### src/rtl/wload_pkg.sv
// Shared types for the weight loader: FSM state encoding and its enum.
package wload_pkg;

    localparam logic [1:0] ST_IDLE  = 2'd0;
    localparam logic [1:0] ST_CLEAR = 2'd1;
    localparam logic [1:0] ST_LOAD  = 2'd2;
    localparam logic [1:0] ST_DONE  = 2'd3;

    typedef enum logic [1:0] {
        IDLE  = ST_IDLE,
        CLEAR = ST_CLEAR,
        LOAD  = ST_LOAD,
        DONE  = ST_DONE
    } wload_state_e;

endpackage

### src/rtl/weight_loader.sv
// Streams ROWS signed weights into a daisy-chained weight register column.
// Define WLOAD_CLEAR_EN to prefix every load with a one-cycle chain clear.
module weight_loader
    import wload_pkg::*;
#(
    parameter int WIDTH = 8,
    parameter int ROWS  = 4
) (
    input  logic                    clk,
    input  logic                    rst,
    input  logic                    start,
    input  logic                    abort,
    input  logic                    i_valid,
    input  logic signed [WIDTH-1:0] i_data,
    output logic                    i_ready,
    output logic signed [WIDTH-1:0] o_data,
    output logic                    o_en,
    output logic                    o_clr,
    output logic                    busy,
    output logic                    done
);

    localparam int unsigned     CW       = (ROWS > 1) ? $clog2(ROWS) : 1;
    localparam logic [CW-1:0]   CNT_LAST = CW'(ROWS - 1);

    wload_state_e            state_q, state_d;
    logic [CW-1:0]           cnt_q, cnt_d;
    logic signed [WIDTH-1:0] data_q, data_d;
    logic                    en_q, en_d;
    logic                    done_q, done_d;
    logic                    accept;

    // abort masks the handshake so a weight offered in that cycle is dropped
    assign i_ready = (state_q == LOAD) && !abort;
    assign accept  = i_valid && i_ready;
    assign busy    = (state_q != IDLE);
    assign o_data  = data_q;
    assign o_en    = en_q;
    assign done    = done_q;

    always_comb begin
        state_d = state_q;
        cnt_d   = cnt_q;
        data_d  = data_q;
        en_d    = 1'b0;
        done_d  = 1'b0;
        if (abort) begin
            state_d = IDLE;
            cnt_d   = '0;
        end else begin
            case (state_q)
                IDLE: begin
                    if (start) begin
`ifdef WLOAD_CLEAR_EN
                        state_d = CLEAR;
`else
                        state_d = LOAD;
`endif
                    end
                end
                CLEAR: state_d = LOAD;
                LOAD: begin
                    if (accept) begin
                        data_d = i_data;
                        en_d   = 1'b1;
                        if (cnt_q == CNT_LAST) begin
                            state_d = DONE;
                            cnt_d   = '0;
                            done_d  = 1'b1;
                        end else begin
                            cnt_d = cnt_q + CW'(1);
                        end
                    end
                end
                DONE:    state_d = IDLE;
                default: state_d = IDLE;
            endcase
        end
    end

    always_ff @(posedge clk or posedge rst) begin
        if (rst) begin
            state_q <= IDLE;
            cnt_q   <= '0;
            data_q  <= '0;
            en_q    <= 1'b0;
            done_q  <= 1'b0;
        end else begin
            state_q <= state_d;
            cnt_q   <= cnt_d;
            data_q  <= data_d;
            en_q    <= en_d;
            done_q  <= done_d;
        end
    end

`ifdef WLOAD_CLEAR_EN
    logic clr_q;

    // clear pulse lands in the first LOAD cycle, before any o_en can follow
    always_ff @(posedge clk or posedge rst) begin
        if (rst) begin
            clr_q <= 1'b0;
        end else begin
            clr_q <= (state_q == CLEAR) && !abort;
        end
    end

    assign o_clr = clr_q;
`else
    assign o_clr = 1'b0;
`endif

endmodule

### config.mk
export PLATFORM = sky130hd
export DESIGN_NAME = weight_loader
export DESIGN_NICKNAME = d
export VERILOG_FILES = /design/src/rtl/wload_pkg.sv /design/src/rtl/weight_loader.sv
export SDC_FILE = /design/constraint.sdc
export NUM_CORES = 1
export LEC_CHECK = 0
export ABC_AREA = 1
export CAP_MARGIN = 20
export CORE_UTILIZATION = 36
export DETAILED_ROUTE_END_ITERATION = 10
export HOLD_SLACK_MARGIN = 0.05
export PLACE_DENSITY = 0.72
export SYNTH_ARGS = -nofsm -noshare
export SYNTH_HDL_FRONTEND = slang
export SYNTH_SLANG_ARGS = --single-unit
### constraint.sdc
create_clock -name clk -period 1 [get_ports clk]
set_input_delay 0.3 -clock clk [delete_from_list [all_inputs] [get_ports clk]]
set_output_delay 0.3 -clock clk [all_outputs]
set_load 0.01 [all_outputs]
# --- After elaboration in Yosys (flattened, before gate mapping) ---
# Cells that the tools add are included.
word_totals:
  ff_bits: 14
  inputBits: 13
  output_inout_bits: 13
  wordCells: 40
classes:
  add_sub_neg: 1
  eq_ne: 7
  muxes: 16
  bitwise: 1
  reduce_logical: 10
ops:
  columns: ["cell", "count"]
  rows:
  - ["$mux W2", 8]
  - ["$pmux W2 S4", 1]
  - ["$mux W1", 7]
  - ["$eq A2 B2 Y1 const B", 3]
  - ["$ne A3 B3 Y1 const B", 2]
  - ["$reduce_and A3 Y1", 2]
  - ["$reduce_bool A2 Y1", 3]
  - ["$ne A3 B2 Y1 const B", 1]
  - ["$add A2 B1 Y2 const B", 1]
  - ["$eq A2 B1 Y1 const B", 1]
  - ["$logic_and A1 B1 Y1", 2]
  - ["$logic_not A2 Y1", 1]
  - ["$reduce_and A2 Y1", 1]
  - ["$logic_not A1 Y1", 1]
  - ["$not A1 Y1", 1]

# --- Longest topological paths before layout ---
# Gate-level depths: netlist of run 1.
logic_depth:
  word_depth: 6
  mapped_depth: 5
  ltp_nobuf: 5

# --- Worst setup path after synthesis of run 1 ---
# Ideal clock, no wire load.
synth_timing:
  kind: "reg2out"
  startpoint: "reg state_q[0]"
  endpoint: "out i_ready"
  arrival_ps: 657
  required_ps: 700
  slack_ps: 43
  path_stages_with_launch: 2
  n_path_buf: 0
  path_cell_list: "dfrtp_1 -> nor3_2"
synth_via:
  elab_chain_len: 2
synth_rtl:
  columns: ["element", "line", "source"]
  rows:
  - ["start, declared", "weight_loader.sv:26", "wload_state_e state_q, state_d;"]
  - ["start signal, assigned", "weight_loader.sv:89", "state_q <= state_d;"]
  - ["$eq A2 B2 Y1", "weight_loader.sv:34", "assign i_ready = (state_q == LOAD) && !abort;"]
  - ["$logic_and A1 B1 Y1", "weight_loader.sv:34", null]
  - ["end, declared", "weight_loader.sv:15", "output logic i_ready,"]
# Every way passes these cells.

# --- Final worst setup path of run 1 ---
# Ends and elaborated chain as after synthesis.

==> run_results.csv, run 1 <==
group,metric,value,unit
status,status,"finished, violations left",
status,violations,"setup timing",
routing,drc,0,
die,core_area,1540,sq um
power_and_ir_drop,powerDensity,1350,nW/um^2
clock_tree,clockBufferDepth,2,
clock_tree,clk_latency,0.27,ns
synthesis,synth_cells,65,
worst_setup_path,r2r_setup_slack,-0.19,ns
routing,routedWlPerCell,11.0,um
worst_setup_path,worstSetupStartpointType,"register",
clock_tree,cts_made_buffers,3,
global_route,antenna_found_initial,0,
routing,dr.pass1.iters,2,
placement,dpl.hpwl,995,um
placement,placed_area,996,sq um
synthesis,synth_seq_cells,14,
sta,fin_ws,-0.363,ns
cells_and_area,final_area,1060,sq um
die,start_util,39.9,%
synthesis,synth_cell_types,16,
die,design.die.area,1880,sq um
routing,routed_via_density,4.55,
synthesis,synth_area,614,sq um
sta,fin_crit,1.36,ns
clock_tree,path_clk_slew,0.08,ns
cells_and_area,ff_latch_area,350,sq um
global_route,grt_overflow_total,0,
synthesis,synthTopCellsByArea,"dfrtp_1, nand2_1, nand2_2",
power_and_ir_drop,vdd_drop_max,0.789,mV
synthesis,yosysWarnings,0,
routing,drt-total-wl,1440,um
synthesis,synth-seq-area-share,57.0,%
worst_setup_path,criticalPathCategory,"reg2out",
clock_tree,h-tree-depth,1,
routing,ant_nets,0,
placement,port_buffers,24,
min_path,hp-class,"in2async",
placement,placed_cells_incl_taps,120,
worst_setup_path,worstPathRequired,0.70,ns
cells_and_area,final_util,68.8,%
placement,pre_cts_slack,-0.802,ns
die,ios,26,
global_route,grt_pass1_wl,2420,um
cells_and_area,drive_above_1_share,50.9,%
die,rows,14,
sta,finalCritPeriodShare,136,%
global_route,grt_pass1_vias,584,
sta,max_freq,0.734,GHz
clock_tree,cts.sinks,14,
cells_and_area,layout.cells.non_filler,130,
die,die_y,43.3,um
clock_tree,root_buffer,"clkbuf_4",
cells_and_area,multi_input_area,240,sq um
sta,slew_violations,0,
worst_setup_path,arrival,1.06,ns
global_route,grt_usage,17.8,%
synthesis,mappedNetlistNets,79,
cells_and_area,area_delta_synth_final,72.5,%
die,die_w,43.3,um
sta,holdWs,0.329,ns
clock_tree,cts_tree,"done",
worst_setup_path,cp-end-kind,"output pin",
sta,setup_viol,24,
sta,rsz0062_at_grt,"yes",
synthesis,synth_top_area_share,57.0,%
synthesis,synth_top_area_cell,"dfrtp_1",
sta,fin_tns_setup,-3.78,ns
placement,gp_congestion,0.698,
power_and_ir_drop,fin_total_pwr,1.43,mW
cells_and_area,n_fill_cell,136,
global_route,grt_max_degree,15,
flow_run,maxCapViolCount,0,
routing,vias,592,
cells_and_area,layout_common_cells,"nand2_1, buf_4, dfrtp_1",
sta,hold_viol,0,
synthesis,synth.avg_cell_area,9.45,sq um
power_and_ir_drop,total_leakage_power,0.575,nW
worst_setup_path,crit_fanout,3,
cells_and_area,nNetsFinal,130,
routing,first_iter_violations,2,
clock_tree,holdBufCountCts,0,
cells_and_area,antenna_cells,0,
sta,skew,0.00218,ns
Yosys cell counts, drive strengths merged:
| master | number |
|---|---|
| nand2 | 26 |
| dfrtp | 14 |
| inv | 8 |
| nor2 | 5 |
| nand3 | 3 |
| buf | 2 |
| nand4 | 2 |
| a21oi | 1 |
| conb | 1 |
| ha | 1 |
| nor3 | 1 |
| o21ai | 1 |
timing repair:
item / in CTS / in global routing
setup buffers: 6 / 3
gates resized for setup: 59 / 8
gates cloned: 0 / 1
setup endpoints to repair: 26 / 26
pin swaps: 6 / 7
final cells by class:
cell class | instances | share of cell area (%)
inverters | 8 | 3.54
multi-input cells | 41 | 22.7
flip-flops and latches | 14 | 33.1
clock buffers | 3 | 2.13
repair buffers | 47 | 36.1
repair inverters | 1 | 0.590
well taps | 16 | 1.89
flip-flops by register name, summed over array words and instances (netlist names):
register / cells
o_data: 8
done: 1
state_q: 2
cnt_q: 2
o_en: 1
where the power goes:
part	internal, mW	total [mW]	switching, mW
Clock	0.140	0.310	0.171
Sequential	0.633	0.672	0.0383
Combinational	0.262	0.451	0.190
Total	1.03	1.43	0.399
logic make-up (layout without fill, tap and decap cells):
logic type,count (synthesis),in the layout,share of synthesized area [%]
AO/OA/AOI/OAI,2,2,1.63
AND/OR/NAND/NOR,37,37,30.8
buffers and inverters,10,59,7.94
other,1,1,0.610
adder cells (fa/ha/maj),1,1,2.04
flip-flops,14,14,57.0
critical path, cell delays in order (launching register included):
cell     delay (ns)
dfrtp_1        0.42
nor3_2         0.21
buf_2          0.16
path summary, 6_finish.rpt:
path	start	endpoint	cells past startpoint
worst min-delay path	rst	o_data[2]	3
worst min register to register	cnt_q[1]	cnt_q[1]	2
worst max-delay path	state_q[0]	i_ready	2
min in group clk	cnt_q[1]	cnt_q[1]	2
max in group asynchronous	rst	o_data[7]	3
worst max register to register	state_q[0]	o_data[7]	6
per-layer routing:
layer	track usage, %	part of all wire [%]	vias to the layer above
met1	20.0	38	274
li1	-	-	295
met3	4.26	5.4	2
met4	7.27	1.0	0
met2	31.9	56	21
met5	0	0	-
No activity file was read; power rests on OpenSTA's default activity.
==> run 2, diff against run 1 <==
--- a/config.mk
+++ b/config.mk
@@ -7,10 +7,12 @@
 export LEC_CHECK = 0
 export ABC_AREA = 1
 export CAP_MARGIN = 20
-export CORE_UTILIZATION = 36
+export CORE_ASPECT_RATIO = 1.2
+export CORE_UTILIZATION = 38
+export CTS_BUF_LIST = sky130_fd_sc_hd__clkbuf_4 sky130_fd_sc_hd__clkbuf_8
 export DETAILED_ROUTE_END_ITERATION = 10
 export HOLD_SLACK_MARGIN = 0.05
-export PLACE_DENSITY = 0.72
+export PLACE_DENSITY = 0.76
 export SYNTH_ARGS = -nofsm -noshare
 export SYNTH_HDL_FRONTEND = slang
 export SYNTH_SLANG_ARGS = --single-unit
==> run_results.csv, run 2 (synthesis results as in run 1) <==
group,metric,value,unit
sta,max_freq,0.716,GHz
worst_setup_path,criticalPathCategory,"reg2out",
power_and_ir_drop,fin_total_pwr,1.61,mW
sta,setup_viol,25,
routing,ant_nets,0,
worst_setup_path,cp-end-kind,"output pin",
global_route,antenna_found_initial,0,
routing,dr_wl_met3,73,um
global_route,grt_pass1_vias,626,
power_and_ir_drop,powerDensity,1300,nW/um^2
sta,fin_crit,1.40,ns
cells_and_area,area_delta_synth_final,102,%
clock_tree,cts.sinks,14,
placement,placed_cells_incl_taps,119,
worst_setup_path,worstSetupStartpointType,"register",
status,status,"finished, violations left",
min_path,hp-class,"in2async",
sta,slew_violations,0,
sta,skew,0.00279,ns
global_route,grt_pass1_wl,2520,um
die,rows,15,
global_route,grt_usage,21.1,%
sta,fin_tns_setup,-5.70,ns
clock_tree,cts_made_buffers,3,
cells_and_area,nNetsFinal,133,
clock_tree,path_clk_slew,0.09,ns
clock_tree,h-tree-depth,1,
cells_and_area,largest_register_ffs,8,
worst_setup_path,worstPathRequired,0.70,ns
cells_and_area,antenna_cells,0,
routing,routedWlPerCell,14.6,um
sta,finalCritPeriodShare,140,%
clock_tree,root_buffer,"clkbuf_4",
routing,wl_met2,1150,um
worst_setup_path,rr_worst_depth,8,
routing,drt-total-wl,1970,um
clock_tree,cts_tree,"done",
worst_setup_path,reg2reg_to,"o_data[7]",
die,die_w,38.7,um
cells_and_area,layout.cells.non_filler,135,
routing,first_iter_violations,2,
placement,pre_cts_slack,-0.792,ns
cells_and_area,final_util,84.8,%
cells_and_area,layout_commonest_cell,"buf_4",
die,core_area,1460,sq um
sta,rsz0062_at_grt,"yes",
clock_tree,holdBufCountCts,0,
global_route,grt_overflow_total,0,
cells_and_area,layout_common_cells,"buf_4, nand2_2, dfrtp_1",
cells_and_area,n_fill_cell,77,
placement,dpl.hpwl,954,um
cells_and_area,final_area,1240,sq um
worst_setup_path,reg2reg_from,"state_q[0]",
die,die_y,46.0,um
global_route,grt_max_degree,15,
status,violations,"setup timing",
worst_setup_path,arrival,1.10,ns
routing,met1_length,667,um
routing,top_layer,"met4",
die,ios,26,
power_and_ir_drop,total_leakage_power,0.674,nW
routing,routed_via_density,4.81,
routing,drc,0,
flow_run,maxCapViolCount,0,
cells_and_area,drive_above_1_share,66.1,%
worst_setup_path,r2r_setup_slack,-0.31,ns
sta,fin_ws,-0.396,ns
worst_setup_path,crit_fanout,2,
sta,hold_viol,0,
die,start_util,42.0,%
placement,port_buffers,24,
die,design.die.area,1780,sq um
placement,placed_area,995,sq um
routing,dr.pass1.iters,2,
clock_tree,clockBufferDepth,2,
placement,gp_congestion,0.654,
sta,holdWs,0.305,ns
clock_tree,clk_latency,0.29,ns
routing,vias,650,
power_and_ir_drop,vdd_drop_max,0.903,mV
-- run 2: changes by cell type in the layout (fill, tap and decap cells not counted), moves of 2 or more --
cell,delta
nand2_4,+5
nand3_2,-2
nand2_1,-14
clkinv_8,+2
buf_12,+2
nand2_2,+9
nor2_1,-2
nor2_4,+2
-- run 2: how the worst max path moves through the flow --
stage,from,endpoint,slack [ns],cells past startpoint
floorplan,state_q[0],i_ready,0.04,1
global placement,abort,i_ready,-0.76,3
detailed placement,abort,i_ready,-0.79,3
CTS,state_q[1],busy,-0.36,4
global route,state_q[0],i_ready,-0.46,3
finish,state_q[0],i_ready,-0.40,3
-- run 2: repair_timing --
| item | CTS | global route |
|---|---|---|
| resized for setup | 74 | 26 |
| setup buffers | 8 | 3 |
| setup endpoints to repair | 26 | 26 |
| gates cloned | 2 | 0 |
| pin swaps | 5 | 9 |
-- run 2: layout make-up --
class                      count  area, sq um  area share (%)
timing repair buffer          50          444            35.8
inverter                       8         45.0            3.63
multi-input combinational     41          328            26.4
clock buffer                   4         36.3            2.92
tap                           17         21.3            1.71
sequential                    14          350            28.2
timing repair inverter         1         16.3            1.31
-- run 2: worst max-delay path, cell delays in order, from the launching register on --
cell     delay, ns
dfrtp_1       0.41
buf_6         0.14
nor3_4        0.11
buf_2         0.15
-- run 2: layer usage --
metal	track usage (%)	vias up
met3	3.43	9
li1	-	303
met4	11.7	0
met5	0	-
met2	38.3	29
met1	22.4	309
-- run 2: where the power goes --
| group | switching, mW | internal (mW) |
|---|---|---|
| sequential | 0.0439 | 0.634 |
| combinational | 0.231 | 0.290 |
| clock | 0.193 | 0.222 |
==> run 3, diff against run 2 <==
--- a/config.mk
+++ b/config.mk
@@ -7,12 +7,11 @@
 export LEC_CHECK = 0
 export ABC_AREA = 1
 export CAP_MARGIN = 20
-export CORE_ASPECT_RATIO = 1.2
-export CORE_UTILIZATION = 38
-export CTS_BUF_LIST = sky130_fd_sc_hd__clkbuf_4 sky130_fd_sc_hd__clkbuf_8
+export CORE_UTILIZATION = 43
 export DETAILED_ROUTE_END_ITERATION = 10
+export GPL_ROUTABILITY_DRIVEN = 0
 export HOLD_SLACK_MARGIN = 0.05
-export PLACE_DENSITY = 0.76
+export PLACE_DENSITY = 0.81
 export SYNTH_ARGS = -nofsm -noshare
 export SYNTH_HDL_FRONTEND = slang
 export SYNTH_SLANG_ARGS = --single-unit
==> constraint.sdc (replaced) <==
create_clock -name clk -period 1.7 [get_ports clk]
set_input_delay 0.51 -clock clk [delete_from_list [all_inputs] [get_ports clk]]
set_output_delay 0.51 -clock clk [all_outputs]
set_load 0.01 [all_outputs]
==> run_results.csv, run 3 (synthesis results as in run 1) <==
group,metric,value,unit
clock_tree,cts_made_buffers,3,
sta,setup_viol,0,
power_and_ir_drop,vdd_drop_max,0.655,mV
global_route,grt_max_degree,15,
sta,skew,0.00347,ns
worst_setup_path,rr_worst_depth,6,
clock_tree,clockBufferDepth,2,
min_path,whs_endpoint,"o_data[3]",
min_path,min_from,"o_data[3]",
sta,slew_violations,0,
clock_tree,cts_tree,"done",
min_path,whs_path_depth,2,
min_path,hp-class,"reg2reg",
worst_setup_path,worstSetupStartpointType,"register",
cells_and_area,nNetsFinal,113,
worst_setup_path,critPathTopFamily,"buffers and inverters",
cells_and_area,area_delta_synth_final,53.8,%
cells_and_area,antenna_cells,0,
cells_and_area,n_fill_cell,103,
routing,drc,0,
sta,hold_viol,0,
sta,fin_crit,1.65,ns
clock_tree,path_clk_slew,0.08,ns
sta,max_freq,0.606,GHz
cells_and_area,drive_above_1_share,24.5,%
worst_setup_path,crit_start,"o_en",
sta,fin_ws,0.0509,ns
worst_setup_path,critical_path_buf_inv_count,1,
placement,pre_cts_slack,-0.507,ns
worst_setup_path,cp-end-kind,"output pin",
sta,rsz0062_at_grt,"yes",
die,design.die.area,1580,sq um
cells_and_area,largest_register_ffs,8,
clock_tree,cts.sinks,14,
global_route,antenna_found_initial,0,
routing,drt-total-wl,1240,um
die,start_util,46.6,%
clock_tree,holdBufCountCts,0,
worst_setup_path,arrival,1.14,ns
die,die_y,39.8,um
routing,routedWlPerCell,11.0,um
sta,fin_tns_setup,0,ns
global_route,grt_pass1_wl,1910,um
worst_setup_path,reg2reg_from,"state_q[0]",
cells_and_area,layout_common_cells,"nand2_1, dfrtp_1, clkdlybuf4s50_1",
flow_run,maxCapViolCount,0,
routing,vias,515,
die,die_w,39.8,um
die,core_area,1320,sq um
placement,dpl.hpwl,945,um
worst_setup_path,r2r_setup_slack,0.55,ns
clock_tree,root_buffer,"clkbuf_4",
status,status,"completed",
cells_and_area,final_area,945,sq um
placement,port_buffers,24,
worst_setup_path,criticalPathCategory,"reg2out",
global_route,grt_usage,19.1,%
routing,first_iter_violations,2,
worst_setup_path,crit_fanout,1,
worst_setup_path,cpPeakStageDelay,0.53,ns
sta,relSlewSlack,66.0,%
routing,ant_nets,0,
sta,finalCritPeriodShare,97.0,%
power_and_ir_drop,powerDensity,866,nW/um^2
global_route,grt_overflow_total,0,
die,rows,13,
clock_tree,clk_latency,0.27,ns
routing,routed_via_density,4.56,
sta,worst_pin_slew,0.509,ns
worst_setup_path,cpMaxStageDelayCell,"clkdlybuf4s50_1",
worst_setup_path,reg2reg_to,"o_data[2]",
die,ios,26,
placement,placed_area,912,sq um
cells_and_area,layout_commonest_cell,"nand2_1",
power_and_ir_drop,total_leakage_power,0.502,nW
clock_tree,h-tree-depth,1,
worst_setup_path,crit_path_cell_trace,"clkdlybuf4s50_1",
worst_setup_path,worstPathRequired,1.19,ns
global_route,grt_pass1_vias,465,
routing,dr.pass1.iters,2,
## run 3: area by class of cell
| cell class | instances | area, sq um | share of cell area [%] |
|---|---|---|---|
| Timing Repair Buffer | 31 | 288 | 30.5 |
| Clock buffer | 4 | 36.3 | 3.84 |
| Sequential cell | 14 | 350 | 37.1 |
| Inverter | 8 | 30.0 | 3.18 |
| Multi-Input combinational cell | 41 | 221 | 23.4 |
| Tap cell | 15 | 18.8 | 1.99 |
## run 3: metrics by stage
step,utilization (%),std cells,hold WS (ns),total power [mW]
finish,71.7,113,0.498,0.818
global route,71.7,113,0.518,0.864
CTS,71.2,113,0.502,0.826
detailed placement,69.2,108,0.476,0.620
global placement,69.2,108,0.474,0.614
floorplan,-,65,0.399,0.489
## run 3: how the worst max path moves through the flow
stage	endpoint	slack [ns]	depth (start not counted)
final	o_en	0.05	1
after floorplan	i_ready	0.45	1
after CTS	i_ready	0.03	3
after detailed placement	i_ready	-0.51	3
after global routing	busy	-0.006	3
after global placement	i_ready	-0.48	3
## run 3: worst min-delay path, cell delays in order, from the launching register on
cell,delay (ns)
dfrtp_1,0.37
nand2_2,0.05
nand2_1,0.05
## run 3: layer usage
| layer | global-route usage, % | up-vias | wire [um] |
|---|---|---|---|
| met3 | 3.41 | 2 | 65 |
| met2 | 33.2 | 18 | 643 |
| li1 | - | 260 | - |
| met4 | 10.3 | 0 | 7 |
| met1 | 21.8 | 235 | 526 |
| met5 | 0 | - | 0 |
## run 3: where the power goes
part           leakage, nW  internal, mW  switching, mW
sequential           0.181         0.373         0.0290
clock               0.0210         0.130          0.102
combinational        0.300         0.100         0.0840
## run 3: what timing repair did
action	CTS	global route
pin swaps	1	1
endpoints found under the setup margin	10	2
gates resized for setup	14	1
setup buffers	1	0
